File: src/rtl/fifo_bus_arbiter.sv
// Two-master round-robin arbiter in front of the fifo_if register bus.
// Provides an optional bus lock with idle timeout and a sticky irq flag per master.
module fifo_bus_arbiter #(
   parameter int unsigned LOCK_TMO = 16
) (
   input  logic       clk_i,
   input  logic       rstn_i,
   input  logic       m0_req_i,
   input  logic       m0_lock_i,
   input  logic       m0_rd_i,
   input  logic [1:0] m0_addr_i,
   input  logic [7:0] m0_wrdata_i,
   output logic       m0_ack_o,
   output logic [7:0] m0_rddata_o,
   output logic       m0_irq_o,
   input  logic       m1_req_i,
   input  logic       m1_lock_i,
   input  logic       m1_rd_i,
   input  logic [1:0] m1_addr_i,
   input  logic [7:0] m1_wrdata_i,
   output logic       m1_ack_o,
   output logic [7:0] m1_rddata_o,
   output logic       m1_irq_o,
   output logic       fifo_sel_o,
   output logic       fifo_read_o,
   output logic       fifo_write_o,
   output logic [1:0] fifo_addr_o,
   output logic [7:0] fifo_data_o,
   input  logic [7:0] fifo_data_i,
   input  logic       fifo_in_irq_i,
   input  logic       fifo_out_irq_i,
   output logic       owner_o
);

   // state    | meaning
   // ST_IDLE  | arbitrate between pending requests
   // ST_ISSUE | drive the latched command onto fifo_if for one cycle
   // ST_RESP  | fifo_if returns read data
   // ST_DONE  | ack the owner, update lock
   typedef enum logic [1:0] {ST_IDLE, ST_ISSUE, ST_RESP, ST_DONE} state_t;

   localparam logic [7:0] TMO_LAST = (LOCK_TMO == 0) ? 8'd0 : 8'(LOCK_TMO - 1);

   state_t      state_q, state_d;
   logic        owner_q, last_q, lock_q, rd_q;
   logic [1:0]  addr_q;
   logic [7:0]  wdata_q, rddata0_q, rddata1_q, tmo_q;
   logic [1:0]  irq_q, irq_clr;
   logic [1:0]  req_vec;
   logic        grant, winner, owner_idle, tmo_hit, irq_set;

   assign req_vec = {m1_req_i, m0_req_i};

   always_comb begin
      state_d = state_q;
      grant   = 1'b0;
      winner  = 1'b0;
      case (state_q)
         ST_IDLE: begin
            if (lock_q) begin
               grant  = req_vec[owner_q];
               winner = owner_q;
            end else if (&req_vec) begin
               grant  = 1'b1;
               winner = ~last_q;
            end else if (|req_vec) begin
               grant  = 1'b1;
               winner = m1_req_i;
            end
            if (grant) state_d = ST_ISSUE;
         end
         ST_ISSUE: state_d = ST_RESP;
         ST_RESP:  state_d = ST_DONE;
         default:  state_d = ST_IDLE;
      endcase
   end

   // Lock owner is always owner_q: while locked only the owner can be granted.
   assign owner_idle = lock_q && (state_q == ST_IDLE) && !req_vec[owner_q];
   assign tmo_hit    = (LOCK_TMO != 0) && owner_idle && (tmo_q == TMO_LAST);
   assign irq_set    = fifo_in_irq_i | fifo_out_irq_i;

   always_comb begin
      irq_clr = 2'b00;
      if (state_q == ST_DONE && rd_q && (addr_q == 2'b01 || addr_q == 2'b10))
         irq_clr[owner_q] = 1'b1;
   end

   always_ff @(posedge clk_i or negedge rstn_i) begin
      if (!rstn_i) begin
         state_q   <= ST_IDLE;
         owner_q   <= 1'b0;
         last_q    <= 1'b1;
         lock_q    <= 1'b0;
         rd_q      <= 1'b0;
         addr_q    <= 2'b00;
         wdata_q   <= 8'h00;
         rddata0_q <= 8'h00;
         rddata1_q <= 8'h00;
         tmo_q     <= 8'h00;
         irq_q     <= 2'b00;
      end else begin
         state_q <= state_d;
         if (grant) begin
            owner_q <= winner;
            last_q  <= winner;
            rd_q    <= winner ? m1_rd_i     : m0_rd_i;
            addr_q  <= winner ? m1_addr_i   : m0_addr_i;
            wdata_q <= winner ? m1_wrdata_i : m0_wrdata_i;
         end
         if (state_q == ST_RESP && rd_q) begin
            if (owner_q) rddata1_q <= fifo_data_i;
            else         rddata0_q <= fifo_data_i;
         end
         if (state_q == ST_DONE)
            lock_q <= owner_q ? m1_lock_i : m0_lock_i;
         else if (tmo_hit)
            lock_q <= 1'b0;
         if (!lock_q || grant || tmo_hit)
            tmo_q <= 8'h00;
         else if (owner_idle && tmo_q != 8'hff)
            tmo_q <= tmo_q + 8'h01;
         irq_q <= (irq_q & ~irq_clr) | {2{irq_set}};
      end
   end

   assign fifo_sel_o   = (state_q == ST_ISSUE);
   assign fifo_read_o  = fifo_sel_o & rd_q;
   assign fifo_write_o = fifo_sel_o & ~rd_q;
   assign fifo_addr_o  = fifo_sel_o ? addr_q  : 2'b00;
   assign fifo_data_o  = fifo_sel_o ? wdata_q : 8'h00;
   assign m0_ack_o     = (state_q == ST_DONE) & ~owner_q;
   assign m1_ack_o     = (state_q == ST_DONE) &  owner_q;
   assign m0_rddata_o  = rddata0_q;
   assign m1_rddata_o  = rddata1_q;
   assign m0_irq_o     = irq_q[0];
   assign m1_irq_o     = irq_q[1];
   assign owner_o      = owner_q;

endmodule

File: config.mk
export PLATFORM = sky130hd
export DESIGN_NAME = fifo_bus_arbiter
export DESIGN_NICKNAME = d
export VERILOG_FILES = /design/src/rtl/fifo_bus_arbiter.sv
export SDC_FILE = /design/constraint.sdc
export NUM_CORES = 1
export LEC_CHECK = 0
export CORE_MARGIN = 4
export CORE_UTILIZATION = 25
export DETAILED_ROUTE_END_ITERATION = 7
export MAX_ROUTING_LAYER = met4
export SLEW_MARGIN = 15
export SYNTH_ARGS = -nofsm -noshare
export SYNTH_HDL_FRONTEND = slang
export SYNTH_SLANG_ARGS = --single-unit
File: constraint.sdc
create_clock -name clk_i -period 1.6 [get_ports clk_i]
set_input_delay 0.4 -clock clk_i [delete_from_list [all_inputs] [get_ports clk_i]]
set_output_delay 0.4 -clock clk_i [all_outputs]
set_load 0.01 [all_outputs]
==> impl_results.md, run 1 <==
* Status: finished, violations left
* Failing checks: negative setup slack
* Pwr dens at ~1700 nW/µm²
* Yosys reg bits at 42
* Startpoint types: flip-flop
* Share of layout cells above drive strength 1 at 40.7%
* Fmax at around 0.6 GHz
* First drt pass iteration count at 4
* Crit path time final at 1720 ps
* Top cells by area, synth: dfrtp_1 48%, mux2_2 10%, nand3_1 4.0%
* Crit path capture type: primary output
* WL/cell at 14.1 µm
* Clock Latency Late Sink at 300 ps
* Clk root buf: clkbuf_8
* Final-stage net count at 359
* Reg-to-Reg Start: state_q[0]
* Post-DRT Antenna Nets at 0
* Die span in y at 101 µm
* Most used DFF post-synth: dfrtp_1
* Most common cell after layout, fill and taps aside: dfrtp_1
* Max cap viols at 0
* Crit path buf inv count at 2
* Starting DRT DRC Count at 116
* Final Cycle Share at 107%
* Post-synthesis instance total at 204
* Commonest cells after routing, fill and taps aside: 40 x dfrtp_1, 34 x clkdlybuf4s50_1, 31 x buf_4, 21 x buf_6, 17 x dlygate4sd2_1
* Clock Sinks at 42
* Clock transition at the registers of the reported paths at 90 ps
* Hold WS at 69.3 ps
* I/O pin cnt at 72
* Die W at 101 µm
* CP max stage delay at 450 ps
* Vias per std cell at 4.75
* Largest net degree at the start of global routing at 22
* Row cnt at 33
* Post-Syn Area per Cell at ~10 µm²
* CP Data Required Time at 1200 ps
* Final Max Tran Viols at 0
* H-tree levels at 2
* CP max-delay cell: dfrtp_2
* Most used cell, CP: buf_6
* Fin. Hold Viols at 0
* DRC Markers at 0
* Total power at about 0.0063 W
* Global-route wire length before repair at 9780 µm
* Post-route setup slack at -115 ps
* Clock Skews at 8.36 ps
* Global route total overflow at 0
* EDFF count, synth at 0
* Starting Density at between 20 and 30%
* CP startpoint: state_q[0]
* Share of the synthesized area in the top cell type at between 40% and 50%
* Post-Syn Area at 2140 µm²
* Slew margin rel. at around two thirds
* Vias at around 2000
* TritonCTS clock tree: done
* Crit path DAT at 1320 ps
* Yosys cell types at 39
* Dpl cell area at 3250 µm²
* # hold bufs at CTS at 0
* Synth warn at 0
* Clock Path Buffers at 2
* Crit path cell chain: ha_4 -> buf_6 -> and2_4 -> buf_6
* Gr usage total at approximately an eighth
* Final setup fails at 21
* I/O Buffers at a little over 70
* Max IR drop VDD at 701 µV
* RSZ-0062 raised after global routing: true
* Core area at 8260 µm²
* DIE AREA at 10100 µm²
* Antenna violations before repair at 0
* Async set or reset register ratio after synthesis at 100%
* Leakage at 1.58 nW
* Syn-to-layout area delta at 69.5%
* CP delay by family, top: flip-flops
* Worst hold-check path type: input pin to async pin
* Seq/Total Area, Yosys at 49.2%
* CP Max Fanout at 8
* Fin Setup TNS at -1660 ps
* Synth area leader: dfrtp_1
* Least-Margin Pin Slew at ~470 ps
* Post-synthesis net count at 247
* CTS buffer count at 5
* RePlAce Congestion at 0.788
* Final instance area at 3630 µm²
* Vias in the first global route at roughly 2000
* Drt total wl at 5940 µm
* # diodes at 0
* Setup CP Type: flip-flop to primary output
* Hpwl dp at 4430 µm
metrics by stage:
stage,util (%),instances,setup slack (ps)
detailed placement,39.4,407,-360
global route,44.0,422,-164
global placement,39.4,407,-310
floorplan,-,204,28.2
finish,44.0,422,-115
CTS,41.5,420,-152
worst paths after layout:
check	endpoint	slack [ps]	cells after the start
setup / recovery	fifo_data_o[7]	-120	4
hold / removal	wdata_q[7]	70	2
setup reg to reg	tmo_q[2]	-80	8
hold reg to reg	m1_rddata_o[1]	500	1
max in group asynchronous	last_q	1250	2
min in group clk_i	m1_rddata_o[1]	500	1
Yosys cell counts (2+ instances only):
| master | instances |
|---|---|
| o21ai_0 | 17 |
| a21oi_1 | 15 |
| mux2i_1 | 4 |
| nor2b_1 | 2 |
| a22oi_1 | 2 |
| clkbuf_1 | 7 |
| dfrtp_1 | 41 |
| inv_1 | 7 |
| nand2_1 | 6 |
| nand3_1 | 17 |
| nand4_1 | 2 |
| nand2b_1 | 2 |
| a31oi_1 | 11 |
| and2_1 | 13 |
| buf_2 | 2 |
| xor2_1 | 2 |
| or3_1 | 3 |
| mux2_2 | 19 |
| ha_1 | 5 |
| nor2_1 | 8 |
kinds of logic (layout without fill, tap and decap cells):
kind of cell | after synthesis | in the layout | synth area share [%]
flops | 42 | 42 | 49.2
buf+inv | 16 | 129 | 2.92
xor+xnor | 2 | 2 | 0.818
mux | 24 | 24 | 12.9
fa+ha+maj | 5 | 5 | 2.92
simple gates | 61 | 61 | 15.8
compound gates | 54 | 54 | 15.4
sequential cells by signal, summed over array words and instances, names as in the netlist, 2 cells and up:
| name | flops |
|---|---|
| addr_q | 2 |
| irq_q | 2 |
| m0_rddata_o | 8 |
| m1_rddata_o | 8 |
| state_q | 2 |
| tmo_q | 8 |
| wdata_q | 8 |
where the power goes:
part	total [W]	switching, W	internal (W)
Clock	0.000850	0.000384	0.000466
Combinational	0.00365	0.00159	0.00206
Sequential	0.00175	0.000259	0.00150
per-layer routing:
layer  up-vias  track usage (%)  wire length, µm
li1        963                -                -
met1       985             16.0             2540
met2        51             19.8             3030
met3         7             2.28              320
met4         0             3.73               54
met5         -                -                0
area by class of cell:
type / instances / area (µm²)
fillers: 802 / 4630
multi-input cells: 146 / 1210
repair buffers: 114 / 1090
flip-flops and latches: 42 / 1050
well taps: 105 / 131
clock buffers: 6 / 72.6
clock inverters: 2 / 37.5
inverters: 7 / 31.3
what timing repair did:
item / CTS / global route
setup buffers: 6 / 3
resized for setup: 106 / 45
pin swaps: 7 / 12
gates cloned: 0 / 0
setup endpoints to repair: 68 / 58
(Power assumes the default switching activity.)
==> run 2, diff against run 1 <==
--- a/config.mk
+++ b/config.mk
@@ -5,7 +5,6 @@
 export SDC_FILE = /design/constraint.sdc
 export NUM_CORES = 1
 export LEC_CHECK = 0
-export CORE_MARGIN = 4
 export CORE_UTILIZATION = 25
 export DETAILED_ROUTE_END_ITERATION = 7
 export MAX_ROUTING_LAYER = met4
==> run 2 against run 1 <==
Against the previous run: the flow still finishes with violations (negative setup slack); first-iteration DRC count shrank 22%; flip-flop and latch count is the same; core utilization up 2.0 points; largest cell class unchanged; register-to-register slack lost 100 ps; total power is 8.3% higher; routed wire length is 4.3% higher; setup slack worse by 78 ps; largest power group unchanged; via count increased by 1.9%; die area fell by 12%.
==> impl_results.md, run 2 (same netlist as run 1, synthesis figures left out) <==
* Die W at 94.5 µm (-6.0%)
* Failing checks: negative setup slack
* WL/cell at 14.5 µm (+3.3%)
* Most common cell after layout, fill and taps aside: dfrtp_1
* Die span in y at 94.5 µm (-6.0%)
* # diodes at 0 (unchanged)
* Switch share at 37.3% (+1.6 points)
* Clock Latency Late Sink at 310 ps (about the same)
* NetSw at 0.00252 W (+13%)
* Least-Margin Pin Slew at 499 ps (+32.3 ps)
* Crit path capture type: primary output
* Hpwl dp at 4240 µm (-4.4%)
* CP max stage delay at 420 ps (-30 ps)
* Starting Density at 25.9% (unchanged)
* Post-route setup slack at -193 ps (-78.1 ps)
* Leakage at 1.66 nW (+5.5%)
* Vias at 2045 (+1.9%)
* Share of layout cells above drive strength 1 at 43.9% (+3.2 points)
* Final Max Tran Viols at 0 (unchanged)
* Fin. Hold Viols at 0 (unchanged)
* Worst hold-check path type: input pin to async pin
* First drt pass iteration count at 4 (unchanged)
* Pwr dens at 1780 nW/µm² (+3.5%)
* Core area at 8260 µm² (unchanged)
* Antenna violations before repair at 0 (unchanged)
* CTS buffer count at 5 (unchanged)
* Final setup fails at 48 (+130%)
* Clock transition at the registers of the reported paths at 90 ps (about the same)
* Startpoint types: flip-flop
* Fin Setup TNS at -5870 ps (-4210 ps)
* Crit path cell chain: buf_6 -> ha_4 -> buf_6 -> and2_4 -> buf_6
* Syn-to-layout area delta at 77.4%
* Most used cell, CP: buf_6
* CP Data Required Time at 1200 ps (about the same)
* Gr usage total at 13.7% (+1.3 points)
* Global route total overflow at 0 (unchanged)
* Combinational Power Share at 62.9% (+4.6 points)
* CP Max Fanout at 8 (unchanged)
* Sequential power share at 26.2% (-1.9 points)
* CP max-delay cell: dfrtp_1
* Setup slack, reg-to-reg at -180 ps (-100 ps)
* Vias in the first global route at 1996 (-0.84%)
* Max cap viols at 0 (unchanged)
* Vias per std cell at 4.80 (+0.99%)
* Largest net degree at the start of global routing at 26 (+18%)
* RSZ-0062 raised after global routing: true
* TritonCTS clock tree: done
* Post-DRT Antenna Nets at 0 (unchanged)
* Status: finished, violations left
* Reg-to-Reg Start: state_q[0]
* Crit path DAT at 1390 ps (+70 ps)
* Final non-filler cell total at 426 (+0.95%)
* # hold bufs at CTS at 0 (unchanged)
* Setup CP Type: flip-flop to primary output
* Hold WS at 35.6 ps (-33.7 ps)
* Worst Reg-to-Reg Cells at 8 (unchanged)
* DRC Markers at 0 (unchanged)
* Crit path time final at 1790 ps (+78.1 ps)
* DIE AREA at 8940 µm² (-12%)
* Reg-to-Reg End: tmo_q[7]
* Slew margin rel. at 66.4% (-2.2 points)
* Clk root buf: clkbuf_8
* Clock Skews at 10.4 ps (+2.00 ps)
* Int Pwr at 0.00425 W (+5.6%)
* RePlAce Congestion at 0.754 (-4.3%)
* Commonest cells after routing, fill and taps aside: 40 x dfrtp_1, 34 x clkdlybuf4s50_1, 31 x buf_6, 26 x buf_4, 16 x nand3_1
* Global-route wire length before repair at 9180 µm (-6.1%)
* Fmax at 0.558 GHz (-4.4%)
* I/O pin cnt at 72 (unchanged)
* Placed Cells at 407 (unchanged)
* Max IR drop VDD at 1050 µV (+49%)
* Drt total wl at 6200 µm (+4.3%)
* H-tree levels at 2 (unchanged)
* Row cnt at 33 (unchanged)
* Starting DRT DRC Count at 91 (-22%)
* Final Cycle Share at 112% (+4.9 points)
* I/O Buffers at 71 (unchanged)
* Clock power frac at 10.9% (-2.7 points)
* Clock Sinks at 42 (unchanged)
* Final-stage net count at 363 (+1.1%)
* Clock Path Buffers at 2 (unchanged)
[run 2: stage by stage]
| stage | power, W | utilization (%) | area (µm²) | setup slack, ps |
|---|---|---|---|---|
| 3_5_place_dp | 0.00499 | 39.5 | 3270 | -332 |
| 3_3_place_gp | 0.00494 | 39.5 | 3270 | -307 |
| 2_1_floorplan | 0.00323 | - | 2140 | 28.2 |
| 5_1_grt | 0.00721 | 46.0 | 3800 | -239 |
| 6_report | 0.00677 | 46.0 | 3800 | -193 |
| 4_1_cts | 0.00597 | 42.0 | 3470 | -142 |
[run 2: power by group through the flow]
stage	Clock [W]	Sequential (W)	Combinational [W]
after floorplan	0	0.00184	0.00139
after global placement	0	0.00178	0.00316
after detailed placement	0	0.00180	0.00319
after CTS	0.000755	0.00175	0.00347
after global routing	0.000811	0.00183	0.00456
final	0.000739	0.00177	0.00426
[run 2: how the worst max path moves through the flow]
stage / cells past startpoint / end / startpoint / slack (ps)
CTS: 5 / fifo_data_o[0] / state_q[1] / -140
detailed placement: 6 / tmo_q[0] / m1_req_i / -330
global placement: 6 / tmo_q[1] / m1_req_i / -310
global route: 5 / fifo_data_o[0] / state_q[0] / -240
finish: 5 / fifo_data_o[0] / state_q[0] / -190
floorplan: 6 / tmo_q[7] / state_q[1] / 30
[run 2: area by class of cell]
cell class | instances | area [µm²]
inverters | 7 | 35.0
well taps | 105 | 131
repair buffers | 118 | 1190
multi-input cells | 146 | 1300
clock buffers | 5 | 68.8
clock inverters | 3 | 23.8
flip-flops and latches | 42 | 1050
fillers | 743 | 4460
[run 2: what timing repair did]
item,CTS,global route
buffers inserted,7,6
pin swaps,9,23
endpoints found under the setup margin,64,62
gates resized for setup,110,80
[run 2: worst max-delay path: cells and delay by family (launching register included)]
family        cells  cell delay (ps)
flops             1              420
fa+ha+maj         1              160
buf+inv           3              370
simple gates      1              140
[run 2: per-layer routing]
| layer | GRT usage [%] | vias up | share of wire (%) |
|---|---|---|---|
| met5 | - | - | 0 |
| met3 | 2.74 | 9 | 3.9 |
| met1 | 16.8 | 1015 | 45 |
| met4 | 4.80 | 0 | 1.4 |
| li1 | - | 973 | - |
| met2 | 22.4 | 48 | 50 |
==> run 3, diff against run 2 <==
==> constraint.sdc (replaced) <==
create_clock -name clk_i -period 2.13 [get_ports clk_i]
set_input_delay 0.5325 -clock clk_i [delete_from_list [all_inputs] [get_ports clk_i]]
set_output_delay 0.5325 -clock clk_i [all_outputs]
set_load 0.01 [all_outputs]
==> run 3 against run 2 <==
Against the previous run: the flow now finishes without violations; final area shrank 17%; sequential power fell by 25%; global-route usage decreased by 0.89 points; count of clock-buffer cells in the layout is the same; largest power group unchanged; die area unchanged; non-clock buffer count fell by 33; largest cell class is now flip-flops and latches; total power down 42%.
==> impl_results.md, run 3 (same netlist as run 1, synthesis figures left out) <==
* Gr usage total at 12.8% (-0.89 points)
* Commonest cells after routing, fill and taps aside: 55 x clkdlybuf4s50_1, 40 x dfrtp_1, 19 x mux2_2, 17 x nand3_1, 17 x o21ai_0
* Antenna violations before repair at 0 (unchanged)
* Global-route wire length before repair at 8520 µm (-7.2%)
* Max cap viols at 0 (unchanged)
* Starting DRT DRC Count at 86 (-5.5%)
* H-tree levels at 2 (unchanged)
* Vias in the first global route at 1743 (-13%)
* Clock Path Buffers at 2 (unchanged)
* Syn-to-layout area delta at 47.8%
* Least-Margin Pin Slew at 485 ps (-14.3 ps)
* Core area at 8260 µm² (unchanged)
* Row cnt at 33 (unchanged)
* Fin. Hold Viols at 0 (unchanged)
* Post-DRT Antenna Nets at 0 (unchanged)
* Clock Latency Late Sink at 300 ps (about the same)
* Vias per std cell at 4.62 (-3.7%)
* Leakage at 1.34 nW (-19%)
* CP startpoint: state_q[0]
* Max IR drop VDD at 548 µV (-48%)
* Final instance area at 3160 µm² (-17%)
* Final setup fails at 0 (-100%)
* I/O Buffers at 71 (unchanged)
* Slew margin rel. at 67.6% (+1.2 points)
* CTS buffer count at 5 (unchanged)
* CP Max Fanout at 13 (+5)
* Crit path DAT at 1540 ps (+150 ps)
* Worst Reg-to-Reg Cells at 6 (-2)
* Clock Skews at 9.16 ps (-1.20 ps)
* Starting Density at 25.9% (unchanged)
* Reg-to-Reg Start: state_q[0]
* Pwr dens at 1250 nW/µm² (-30%)
* Most common cell after layout, fill and taps aside: clkdlybuf4s50_1
* First drt pass iteration count at 4 (unchanged)
* Fmax at 0.483 GHz
* RePlAce Congestion at 0.787 (+4.4%)
* # diodes at 0 (unchanged)
* Startpoint types: flip-flop
* Clk root buf: clkbuf_8
* DIE AREA at 8940 µm² (unchanged)
* RSZ-0062 raised after global routing: false
* DRC Markers at 0 (unchanged)
* Drt total wl at 5370 µm (-13%)
* WL/cell at 13.7 µm (-6.0%)
* Final-stage net count at 330 (-9.1%)
* Crit path capture type: primary output
* Final Max Tran Viols at 0 (unchanged)
* Hpwl dp at 3890 µm (-8.3%)
* Setup CP Type: flip-flop to primary output
* TritonCTS clock tree: done
* Setup slack, reg-to-reg at 290 ps (+470 ps)
* Final Util at 38.3% (-7.7 points)
* Global route total overflow at 0 (unchanged)
* Dpl cell area at 3060 µm² (-6.4%)
* Worst setup endpoint: fifo_data_o[0]
* Largest net degree at the start of global routing at 43 (+65%)
* Crit path time final at 2070 ps
* Vias at 1817 (-11%)
* Worst hold-check path type: input pin to async pin
* Die W at 94.5 µm (unchanged)
* CP Data Required Time at 1600 ps (+400 ps)
* Final Cycle Share at 97.2%
* Die span in y at 94.5 µm (unchanged)
* Reg-to-Reg End: tmo_q[7]
* I/O pin cnt at 72 (unchanged)
* # hold bufs at CTS at 0 (unchanged)
* Status: completed
* Share of layout cells above drive strength 1 at 18.8% (-25 points)
* Clock Sinks at 42 (unchanged)
* Clock transition at the registers of the reported paths at 90 ps (about the same)
==> run 3: final cells by class <==
| class | count | area (µm²) |
|---|---|---|
| repair buffers | 85 | 821 |
| well taps | 105 | 131 |
| clock inverters | 3 | 25.0 |
| multi-input cells | 146 | 1040 |
| flip-flops and latches | 42 | 1050 |
| inverters | 7 | 26.3 |
| fillers | 853 | 5090 |
| clock buffers | 5 | 68.8 |
==> run 3: layer usage <==
metal / global-route usage [%] / up-vias / wire length [µm] / part of all wire, %
met5: - / - / 0 / 0
met4: 3.41 / 0 / 34 / 0.63
met3: 2.50 / 5 / 205 / 3.8
met2: 19.7 / 36 / 2600 / 48
met1: 17.2 / 873 / 2530 / 47
li1: - / 903 / - / -
==> run 3: how the worst min path moves through the flow <==
stage / from / to / slack (ps) / depth (start not counted)
2_1_floorplan: rstn_i / addr_q[0] / 240 / 0
3_3_place_gp: m0_rddata_o[5] / m0_rddata_o[5] / 490 / 1
3_5_place_dp: m1_rddata_o[1] / m1_rddata_o[1] / 500 / 1
4_1_cts: rstn_i / tmo_q[5] / 190 / 2
5_1_grt: rstn_i / m1_rddata_o[3] / 200 / 2
6_report: rstn_i / owner_o / 190 / 2
==> run 3: report_power, final <==
part / leakage (nW) / internal (W) / switching, W
clock: 0.0447 / 0.000237 / 0.000306
sequential: 0.496 / 0.00112 / 0.000206
combinational: 0.800 / 0.00110 / 0.000971
==> run 3: repair_timing <==
action	in CTS	in global routing
gates cloned	0	0
endpoints found under the setup margin	16	10
setup buffers	1	1
resized for setup	18	3
==> run 3: worst max-delay path: stages (launching register included) <==
cell and delay [ps]:
dfrtp_1 430, ha_1 220, buf_6 140, and2_1 160
dlygate4sd2_1 290
==> run 3: per-stage QoR <==
step                      setup TNS, ps  power [W]  hold WS [ps]  std cells  setup slack (ps)
final                                 0    0.00394           191        393              60.6
after global routing                  0    0.00423           196        393              17.5
after CTS                        -0.180    0.00399           190        392            -0.180
after detailed placement          -2.30    0.00346           497        383             -2.30
after global placement                0    0.00341           488        383              32.7
after floorplan                       0    0.00241           237        204               413
